**config.mk**
```make
export PLATFORM = sky130hd
export DESIGN_NAME = fetch_ctrl
export DESIGN_NICKNAME = d
export VERILOG_FILES = /design/src/rtl/fetch_ctrl.sv
export SDC_FILE = /design/constraint.sdc
export NUM_CORES = 1
export LEC_CHECK = 0
export ABC_AREA = 1
export CAP_MARGIN = 20
export CORE_ASPECT_RATIO = 0.6
export CORE_MARGIN = 5
export CORE_UTILIZATION = 63
export CTS_BUF_LIST = sky130_fd_sc_hd__clkbuf_16
export DETAILED_ROUTE_END_ITERATION = 12
export HOLD_SLACK_MARGIN = 0.1
export PLACE_DENSITY = 0.87
export RECOVER_POWER = 100
export SYNTH_ARGS = -nofsm -noshare
export SYNTH_HDL_FRONTEND = slang
export SYNTH_SLANG_ARGS = --single-unit
```
**constraint.sdc**
```tcl
create_clock -name CLK -period 23.8 [get_ports CLK]
set_input_delay 3.57 -clock CLK [delete_from_list [all_inputs] [get_ports CLK]]
set_output_delay 3.57 -clock CLK [all_outputs]
set_load 0.02 [all_outputs]
```
**src/rtl/fetch_ctrl.sv**
```systemverilog
// rtl/fetch_ctrl.sv - PC sequencer with banked branch-target table and circular return stack
module fetch_ctrl #(
    parameter int PC_W      = 16,
    parameter int LUT_DEPTH = 16,
    parameter int LUT_BANKS = 2,
    parameter int RAS_DEPTH = 4,
    parameter int SEL_W     = $clog2(LUT_BANKS),
    parameter int IDX_W     = $clog2(LUT_DEPTH) + SEL_W,
    parameter int CNT_W     = $clog2(RAS_DEPTH + 1)
) (
    input  logic             CLK,
    input  logic             reset,
    input  logic             start,
    input  logic             br_abs,
    input  logic             br_rel_z,
    input  logic             br_rel_nz,
    input  logic             call,
    input  logic             ret,
    input  logic             flag_zero,
    input  logic [IDX_W-1:0] target_idx,
    input  logic             halt,
    input  logic             tbl_we,
    input  logic [IDX_W-1:0] tbl_waddr,
    input  logic [PC_W-1:0]  tbl_wdata,
    output logic [PC_W-1:0]  pc,
    output logic             done,
    output logic [CNT_W-1:0] ras_count,
    output logic             ras_overflow,
    output logic             ras_underflow
);

    localparam int N_ENT = LUT_DEPTH * LUT_BANKS;
    localparam int PTR_W = $clog2(RAS_DEPTH);

    logic [PC_W-1:0]  tbl     [N_ENT];
    logic [PC_W-1:0]  ras_mem [RAS_DEPTH];
    logic [PTR_W-1:0] ras_ptr;
    logic [PTR_W-1:0] top_ptr;
    logic [PC_W-1:0]  entry;
    logic [PC_W-1:0]  pc_inc;
    logic             ras_full;
    logic             ras_empty;
    logic             rel_taken;

    // The packed {entry, bank} index is used directly as the flat table address.
    assign entry     = tbl[target_idx];
    assign pc_inc    = pc + PC_W'(1);
    assign top_ptr   = ras_ptr - PTR_W'(1);
    assign ras_full  = (ras_count == CNT_W'(RAS_DEPTH));
    assign ras_empty = (ras_count == '0);
    assign rel_taken = (br_rel_z && flag_zero) || (br_rel_nz && !flag_zero);

    always_ff @(posedge CLK or posedge reset) begin
        if (reset) begin
            for (int i = 0; i < N_ENT; i++) tbl[i] <= '0;
        end else if (tbl_we) begin
            tbl[tbl_waddr] <= tbl_wdata;
        end
    end

    // ras_ptr names the next free slot; when full it also names the oldest entry,
    // so a push on a full stack overwrites exactly that one.
    always_ff @(posedge CLK or posedge reset) begin
        if (reset) begin
            pc            <= '0;
            done          <= 1'b0;
            ras_count     <= '0;
            ras_ptr       <= '0;
            ras_overflow  <= 1'b0;
            ras_underflow <= 1'b0;
            for (int i = 0; i < RAS_DEPTH; i++) ras_mem[i] <= '0;
        end else if (start) begin
            pc            <= '0;
            done          <= 1'b0;
            ras_count     <= '0;
            ras_ptr       <= '0;
            ras_overflow  <= 1'b0;
            ras_underflow <= 1'b0;
            for (int i = 0; i < RAS_DEPTH; i++) ras_mem[i] <= '0;
        end else if (done) begin
            pc <= pc;
        end else if (halt) begin
            done <= 1'b1;
        end else if (ret) begin
            if (ras_empty) begin
                pc            <= pc_inc;
                ras_underflow <= 1'b1;
            end else begin
                pc        <= ras_mem[top_ptr];
                ras_ptr   <= top_ptr;
                ras_count <= ras_count - CNT_W'(1);
            end
        end else if (call) begin
            ras_mem[ras_ptr] <= pc_inc;
            ras_ptr          <= ras_ptr + PTR_W'(1);
            pc               <= entry;
            if (ras_full) ras_overflow <= 1'b1;
            else          ras_count    <= ras_count + CNT_W'(1);
        end else if (br_abs) begin
            pc <= entry;
        end else if (rel_taken) begin
            pc <= pc + entry;
        end else begin
            pc <= pc_inc;
        end
    end

endmodule

```
# --- After elaboration in Yosys (flattened, before gate mapping) ---
# Cells that the tools add are included.
classes:
  addsub: 6
  n_lt_le_gt_ge: 6
  eq_ne: 6
  mux: 52
  bitwise_logic: 4
  n_reduce_logical: 18
ops:
  columns: ["cell", "n"]
  rows:
  - ["$bwmux 512", 1]
  - ["$mux 64", 5]
  - ["$mux 16", 14]
  - ["$bmux 16 s5", 1]
  - ["$demux 16 s5", 1]
  - ["$bwmux 64", 1]
  - ["$bmux 16 s2", 1]
  - ["$demux 16 s2", 1]
  - ["$mux 3", 7]
  - ["$add 16x1->16 const B", 1]
  - ["$add 16x16->16", 1]
  - ["$mux 1", 14]
  - ["$ge 6x6->1 const B", 2]
  - ["$mux 2", 6]
  - ["$not 5->6", 2]
  - ["$reduce_and 4->1", 3]
  - ["$reduce_and 5->1", 2]
  - ["$reduce_bool 2->1", 4]
  - ["$ge 3x3->1 const B", 2]
  - ["$lt 6x1->1 const B", 1]
  - ["$ne 2x2->1 const B", 3]
  - ["$ne 3x3->1 const B", 2]
  - ["$not 2->3", 2]
  - ["$logic_and 1x1->1", 4]
  - ["11 further kinds", 11]
word_totals:
  reg_bits: 600
  inputBits: 37
  output_inout_bits: 22
  elab_cells: 134

# --- Longest topological paths before layout ---
# Gate-level depths: netlist of the first run.
depth:
  word_depth: 12
  ltp_mapped: 25
  depth_no_buf: 22

# --- Least setup slack after synthesis of the first run ---
# Ideal clock, no wire load.
synth_path:
  kind: "input -> register"
  startpoint: "input target_idx[0]"
  endpoint: "register pc[4]"
  setup_time_ns: 0.077
  t_arrival_ns: 6.160
  t_required_ns: 23.723
  setup_slack_ns: 17.562
  path_stages: 24
  path_buffers: 4
  cell_sequence: "buf_6 -> inv_4 -> buf_6 -> buf_12 -> buf_4 -> nor2_1 -> o221ai_1 -> nand3_1 -> nand3_1 -> o21ai_1 -> inv_1 -> ha_1 -> inv_1 -> fa_1 -> inv_1 -> nand3_1 -> nand2_1 -> inv_1 -> or2_2 -> nand3_1 -> o211ai_1 -> o21ai_1 -> nand2_1 -> a21oi_1"
synth_via:
  elab_chain_cells: 12
synth_lines:
  columns: ["element", "line_no", "source"]
  rows:
  - ["from (decl)", "20", "input logic [IDX_W-1:0] target_idx,"]
  - ["$not 5->6 (not written as such) *", "46", "assign entry = tbl[target_idx];"]
  - ["$bmux 16 s5 *", "46", null]
  - ["$mux 16 (not written as such) * (2 in series)", "46", null]
  - ["$add 16x16->16", "102", "pc <= pc + entry;"]
  - ["$mux 16", "101", "end else if (rel_taken) begin"]
  - ["$mux 16", "99", "end else if (br_abs) begin"]
  - ["$mux 16 *", "93", "end else if (call) begin"]
  - ["$mux 16 *", "84", "end else if (ret) begin"]
  - ["$mux 16 *", "82", "end else if (halt) begin"]
  - ["$mux 16 *", "80", "end else if (done) begin"]
  - ["$mux 16 *", "72", "end else if (start) begin"]
  - ["to (signal assigned)", "81", "pc <= pc;"]
  - ["to (signal assigned)", "86", "pc <= pc_inc;"]
  - ["to (signal assigned)", "89", "pc <= ras_mem[top_ptr];"]
  - ["to (decl)", "25", "output logic [PC_W-1:0] pc,"]
# Mark *: on every way between the ends. The rest lies on a longest branch, timed or not. The select of a mux whose other input is x is not followed.
# A chain may end at the register's enable or synchronous reset.

# --- Final worst setup path of the first run ---
# Ends and elaborated chain as after synthesis.

==> summary.md, run 1 <==
| Metric | Value |
|---|---|
| Status | finished, violations left |
| Failing checks | capacitance limit, slew limit |
| DP HPWL | 52.2 mm |
| Final Critical Period | 13.73 ns |
| # DRC | 0 |
| Maximum vdd drop | 0.0000670 V |
| Worst hold path class | reg -> reg |
| Maximum clock rate | 72.8 MHz |
| Critical path launch point type | input port |
| Average wire per standard cell | 22.5 um |
| Synth top area cells | dfrtp_1, o21ai_0, nand2_1, nor2_1, o221ai_1 |
| Placed cells | 3807 |
| Post-Layout Cell Count | 3930 |
| CTS buffer count | 52 |
| Vias per cell | 6.75 |
| Most common cell after layout, fill and taps aside | o21ai_0 |
| TNS Setup | 0 ns |
| Clock tree sinks | 600 |
| Hold Violations, Final | 0 |
| Die height | 175 um |
| Initial antenna violation count | 2 |
| Final setup violation count | 0 |
| Worst-path cell chain | buf_6 -> clkinvlp_2 -> clkbuf_1 -> clkbuf_1 -> o21ai_0 -> o221ai_1 -> nand3_1 -> nand2_1 -> o21ai_0 -> inv_1 -> ha_1 -> inv_1 -> fa_1 -> inv_1 -> nand3_1 -> nand2_1 -> inv_1 -> or2_2 -> nand3_1 -> o211ai_1 -> o21ai_0 -> nand2_1 -> a21oi_1 |
| Site Rows | 60 |
| Mapped Cells | 3408 |
| CP Class | in -> reg |
| Setup crit start | target_idx[0] |
| IO Count | 59 |
| Fillers | 3316 |
| Largest net degree at the start of global routing | 130 |
| P&R area growth vs syn | 7.65% |
| Most frequent cells in the layout | o21ai_0, nand2_1, dfrtp_1 |
| Flops & latches, synth | 600 |
| R2R Path Start | ras_ptr[0]$_DFFE_PP0P_ |
| Area of the core | 44700 um2 |
| Final net count | 3359 |
| I/O Buffers | 58 |
| Final slew viol count | 864 |
| Fraction of layout cells with a size suffix above 1 | 4.07% |
| Clk_skew | 0.0153 ns |
| Placed instance area | 28700 um2 |
| Die Width | 284 um |
| ANT cells | 0 |
| Worst EP arrival | 14.26 ns |
| Critical path capture point type | flip-flop |
| Final wirelength | 88.5 mm |
| Psw | 0.949 mW |
| Power share of the combinational group | 22.1% |
| Hold path start | tbl[108]$_DFFE_PP0P_ |
| Initial core utilization | 63.5% |
| Die area | 49600 um2 |
| Post-route cell area | 30600 um2 |
| Detailed Routing Iterations Pass 1 | 7 |
| Final design utilization | 68.4% |
| Clock power share | 31.2% |
| DRT iter0 DRCs | 4696 |
| Mapped Area | 28400 um2 |
| Maximum root-to-sink buffer count | 3 |
| Global route overflow | 0 |
| Clk slew on worst S/H paths | 0.07 ns |
| Netlist cell types | 49 |
| Antenna viol nets, final | 0 |
| Syn avg cell area | 8.34 um2 |
| GP Congestion | 0.966 |
| Seq pwr share | 46.7% |
| Root Buffer | clkbuf_16 |
| Via count | 26519 |
| Sw Share | 32.9% |
| CTS tree | yes |
| CP most frequent cell | inv_1 |
| Leakage power | 13.8 nW |
| Syn_nets | 3467 |
| Worst path required time | 24.33 ns |
| CP peak stage delay | 2.78 ns |
| Setup Fix Bufs, Post-CTS | 0 |
| Power Internal | 1.94 mW |
| Slew margin rel. | -290% |
| RSZ-0062 raised after global routing | false |
| Period utilisation layout | 57.7% |
| GRT Overall Usage | 34.0% |
| Largest area contributor in the netlist | dfrtp_1 |
| Power per Cell Area | 94.3 nW/um2 |
| H-tree lvl count | 2 |
| CP max stage cell | clkbuf_1 |
| Synth top area share | 52.8% |
| Worst Tran Pin Value | 5.82 ns |
| Hold_buf cts | 0 |
| Vias in the first global route | 24860 |
| CP max FO | 110 |
| Worst skew pair latency | 0.61 ns |
| Max_cap viols | 14 |
| Post-CTS Resized | 0 |
| First-pass GRT wire length | 136 mm |
| Synth Warn # | 0 |
| Sequential fraction of the synthesis area | 52.8% |
## critical path: cells and delay by family
kind,cells,cell delay (ns)
buffers and inverters,8,7.84
adders and majority gates,2,0.63
and+or+nand+nor,7,1.02
AOI/OAI and AO/OA,6,1.08
## power groups by stage
stage	clock network [mW]	registers [mW]	logic, mW
2_1_floorplan	0	1.34	0.426
3_3_place_gp	0	1.34	0.576
3_5_place_dp	0	1.35	0.607
4_1_cts	0.897	1.34	0.613
5_1_grt	0.943	1.36	0.706
6_report	0.902	1.35	0.637
## sequential cells by signal (all words and copies together) (netlist names)
name	flops
tbl	512
ras_mem	64
pc	16
ras_count	3
ras_ptr	2
done	1
ras_overflow	1
ras_underflow	1
## stage by stage
stage / total power [mW] / hold WS, ns / setup slack (ns)
2_1_floorplan: 1.76 / 0.448 / 3.44
3_3_place_gp: 1.92 / 0.461 / 15.04
3_5_place_dp: 1.96 / 0.468 / 15.00
4_1_cts: 2.85 / 0.484 / 15.60
5_1_grt: 3.01 / 0.495 / 8.94
6_report: 2.89 / 0.482 / 10.07
## cells by family (layout without fill, tap and decap cells)
family	Yosys count	in the layout	synth area share [%]
xor gates and xnor gates	14	14	0.458
AOI/OAI and AO/OA	1184	1184	22.7
DFF	600	600	52.8
and+or+nand+nor	1189	1189	16.8
adders and majority gates	22	22	1.02
buffers and inverters	399	332	6.27
## final cells by class
class	count	area [um2]	area share, %
clock buffer	53	1330	4.33
clock inverter	42	433	1.41
multi-input combinational	2409	11600	37.9
timing repair buffer	122	1050	3.44
inverter	115	437	1.43
sequential	600	15000	49.1
tap	589	737	2.41
## cell usage after synthesis, drive strengths merged
master and number:
a211oi 2, a21o 1, a21oi 125, a221oi 11, a22oi 2, a31o 1
a31oi 6, a32o 1, buf 77, clkbuf 207, clkinv 4, dfrtp 600
fa 2, ha 20, inv 111, nand2 689, nand3 129, nand3b 1
nor2 344, nor3 20, nor4 2, o211ai 10, o21a 6, o21ai 897
o21bai 5, o221ai 91, o22ai 25, o31ai 1, or2 4, xnor2 6
xor2 8
## worst paths after layout
check,to,slack [ns],depth (start not counted)
setup / recovery,pc[4]$_DFFE_PP0P_,10.07,23
hold / removal,tbl[108]$_DFFE_PP0P_,0.48,2
setup reg to reg,pc[12]$_DFFE_PP0P_,18.77,8
hold reg to reg,tbl[108]$_DFFE_PP0P_,0.48,2
max in group asynchronous,tbl[111]$_DFFE_PP0P_,10.77,6
min in group asynchronous,tbl[215]$_DFFE_PP0P_,5.19,2
## per-layer routing
metal	track usage [%]	up-vias	share of wire, %
met2	48.1	2215	42
met3	11.3	320	16
met1	49.7	12653	39
li1	-	11329	-
met5	0	-	0.0079
met4	11.5	2	3.6
Note: power is estimated with default switching activity, not from simulation.
==> run 2, diff against run 1 <==
--- a/config.mk
+++ b/config.mk
@@ -9,11 +9,11 @@
 export CAP_MARGIN = 20
 export CORE_ASPECT_RATIO = 0.6
 export CORE_MARGIN = 5
-export CORE_UTILIZATION = 63
+export CORE_UTILIZATION = 57
 export CTS_BUF_LIST = sky130_fd_sc_hd__clkbuf_16
 export DETAILED_ROUTE_END_ITERATION = 12
 export HOLD_SLACK_MARGIN = 0.1
-export PLACE_DENSITY = 0.87
+export PLACE_DENSITY = 0.83
 export RECOVER_POWER = 100
 export SYNTH_ARGS = -nofsm -noshare
 export SYNTH_HDL_FRONTEND = slang
==> constraint.sdc (replaced) <==
create_clock -name CLK -period 12.1 [get_ports CLK]
set_input_delay 1.815 -clock CLK [delete_from_list [all_inputs] [get_ports CLK]]
set_output_delay 1.815 -clock CLK [all_outputs]
set_load 0.02 [all_outputs]
==> summary.md, run 2 (synthesis results as in run 1) <==
| Metric | Value |
|---|---|
| Die height | 183 um (+4.8%) |
| Maximum root-to-sink buffer count | 3 (unchanged) |
| Root Buffer | clkbuf_16 |
| Detailed Routing Iterations Pass 1 | 6 (-1) |
| Power share of the combinational group | 21.7% (-0.4 points) |
| Worst hold path class | reg -> reg |
| R2R Path Start | ras_ptr[0]$_DFFE_PP0P_ |
| Die area | 54600 um2 (+10%) |
| Reg area | 15000 um2 (unchanged) |
| Initial antenna violation count | 2 (unchanged) |
| Vias per cell | 6.36 (-5.7%) |
| Critical path launch point type | input port |
| Hold Violations, Final | 0 (unchanged) |
| Worst skew pair latency | 0.61 ns (about the same) |
| GRT Overall Usage | 30.0% (-4.0 points) |
| Top reg by flops | tbl |
| Setup Fix Bufs, Post-CTS | 0 (unchanged) |
| Flop2flop setup slack | 7.26 ns (-11.51 ns) |
| Area of the core | 49300 um2 (+10%) |
| Fillers | 4071 (+23%) |
| CP Class | in -> reg |
| Most frequent cells in the layout | o21ai_0, nand2_1, dfrtp_1 |
| P&R area growth vs syn | 8.53% |
| I/O Buffers | 58 (unchanged) |
| RR Endpoint | pc[12]$_DFFE_PP0P_ |
| Maximum vdd drop | 0.000108 V (+60%) |
| DRT iter0 DRCs | 4043 (-14%) |
| IO Count | 59 (unchanged) |
| GP Congestion | 0.966 (unchanged) |
| RSZ-0062 raised after global routing | false |
| Via count | 25451 (-4.0%) |
| Psw | 1.84 mW (+94%) |
| DP HPWL | 50.0 mm (-4.2%) |
| Final wirelength | 84.3 mm (-4.7%) |
| Antenna viol nets, final | 0 (unchanged) |
| Max_cap viols | 9 (-5) |
| Seq pwr share | 46.9% (+0.2 points) |
| Most common cell after layout, fill and taps aside | o21ai_0 |
| Initial core utilization | 57.6% (-5.9 points) |
| Final slew viol count | 467 (-46%) |
| Failing checks | capacitance limit, slew limit |
| Power Internal | 3.80 mW (+96%) |
| Worst EP arrival | 8.86 ns (-5.40 ns) |
| Period utilisation layout | 68.9% |
| Top flop regs | tbl (512), ras_mem (64), pc (16) |
| CTS buffer count | 53 (+1.9%) |
| CP max FO | 74 (-33%) |
| H-tree lvl count | 2 (unchanged) |
| Post-CTS Resized | 0 (unchanged) |
| CTS tree | yes |
| Max FFs per register | 512 (unchanged) |
| Clock tree sinks | 600 (unchanged) |
| Power per Cell Area | 183 nW/um2 (+94%) |
| Hold path start | tbl[276]$_DFFE_PP0P_ |
| Hold_buf cts | 0 (unchanged) |
| WHS | 0.478 ns (-0.00412 ns) |
| Reg2Reg Depth | 8 (unchanged) |
| Final Critical Period | 8.34 ns |
| Critical path capture point type | flip-flop |
| Final setup violation count | 0 (unchanged) |
| Fraction of layout cells with a size suffix above 1 | 4.42% (+0.35 points) |
| First-pass GRT wire length | 133 mm (-2.4%) |
| Status | finished, violations left |
| Clk_skew | 0.0263 ns (+0.0110 ns) |
| TNS Setup | 0 ns (unchanged) |
| Clock power share | 31.4% (+0.2 points) |
| Global route overflow | 0 (unchanged) |
| Hold depth | 2 (unchanged) |
| Die Width | 298 um (+5.0%) |
| # DRC | 0 (unchanged) |
| Worst Tran Pin Value | 3.93 ns (-1.89 ns) |
| Slew margin rel. | -162% (+130 points) |
| Sw Share | 32.6% (-0.26 points) |
| Clk slew on worst S/H paths | 0.08 ns (about the same) |
| Maximum clock rate | 120 MHz |
| Vias in the first global route | 23540 (-5.3%) |
| Leakage power | 13.9 nW (+0.70%) |
| Area occupied by multi-input gates | 11600 um2 (unchanged) |
| Average wire per standard cell | 21.1 um (-6.3%) |
| Site Rows | 63 (+5.0%) |
| Largest net degree at the start of global routing | 167 (+28%) |
| Final net count | 3363 (+0.12%) |
| Worst path required time | 12.63 ns (-11.70 ns) |
| Worst Hold End | tbl[276]$_DFFE_PP0P_ |
==> run 2: cell types whose count changed in the layout (fill, tap and decap cells not counted), sizes merged <==
cell	change
buf	+4
bufinv	-1
clkbuf	-1
clkdlybuf4s50	-1
clkinv	-1
diode	+2
dlygate4sd3	+1
inv	+6
==> run 2: layout make-up <==
cell class	count	share of cell area [%]
antenna	2	0.0162
multi-input combinational	2409	37.6
timing repair buffer	125	3.93
clock inverter	46	1.42
clock buffer	53	4.30
inverter	115	1.43
sequential	600	48.7
tap	650	2.64
==> run 2: per-layer routing <==
metal / vias to the layer above / track usage, % / part of all wire (%)
li1: 11350 / - / -
met1: 12196 / 44.7 / 41
met2: 1697 / 41.4 / 41
met3: 208 / 11.4 / 15
met4: 0 / 7.83 / 2.6
met5: - / 0 / 0
==> run 2: how the worst max path moves through the flow <==
stage | cells past startpoint | end | from
finish | 22 | pc[4]$_DFFE_PP0P_ | target_idx[1]
global route | 19 | pc[6]$_DFFE_PP0P_ | target_idx[1]
CTS | 22 | pc[13]$_DFFE_PP0P_ | target_idx[0]
detailed placement | 22 | pc[13]$_DFFE_PP0P_ | target_idx[0]
global placement | 22 | pc[13]$_DFFE_PP0P_ | target_idx[0]
floorplan | 1 | done$_DFF_PP0_ | reset
==> run 2: worst max-delay path, stage by stage <==
cell      delay (ns)
buf_4           0.29
inv_4           0.60
clkbuf_1        2.52
o21ai_0         0.66
o221ai_1        0.38
nand3_1         0.14
nand3_1         0.13
o21ai_0         0.24
inv_1           0.14
ha_1            0.17
inv_1           0.06
fa_1            0.44
inv_1           0.10
nand3_1         0.07
nand2_1         0.15
inv_1           0.07
or2_2           0.27
nand3_1         0.07
o211ai_1        0.08
o21ai_0         0.08
nand2_1         0.07
a21oi_1         0.12
==> run 2: through the flow <==
| stage | power, mW | cells | setup WS [ns] | area [um2] | utilization [%] |
|---|---|---|---|---|---|
| floorplan | 3.46 | 3408 | 2.10 | 28400 | - |
| global placement | 3.79 | 3864 | 5.92 | 28800 | 58.3 |
| detailed placement | 3.84 | 3868 | 5.82 | 28900 | 58.5 |
| CTS | 5.59 | 3967 | 6.36 | 30600 | 62.1 |
| global route | 5.92 | 4000 | 3.35 | 30800 | 62.5 |
| finish | 5.63 | 4000 | 3.76 | 30800 | 62.5 |
==> run 2: power groups by stage <==
stage	Clock (mW)	Combinational, mW	Sequential (mW)
finish	1.77	1.22	2.64
global route	1.86	1.37	2.68
CTS	1.77	1.19	2.63
detailed placement	0	1.18	2.66
global placement	0	1.14	2.65
floorplan	0	0.838	2.63
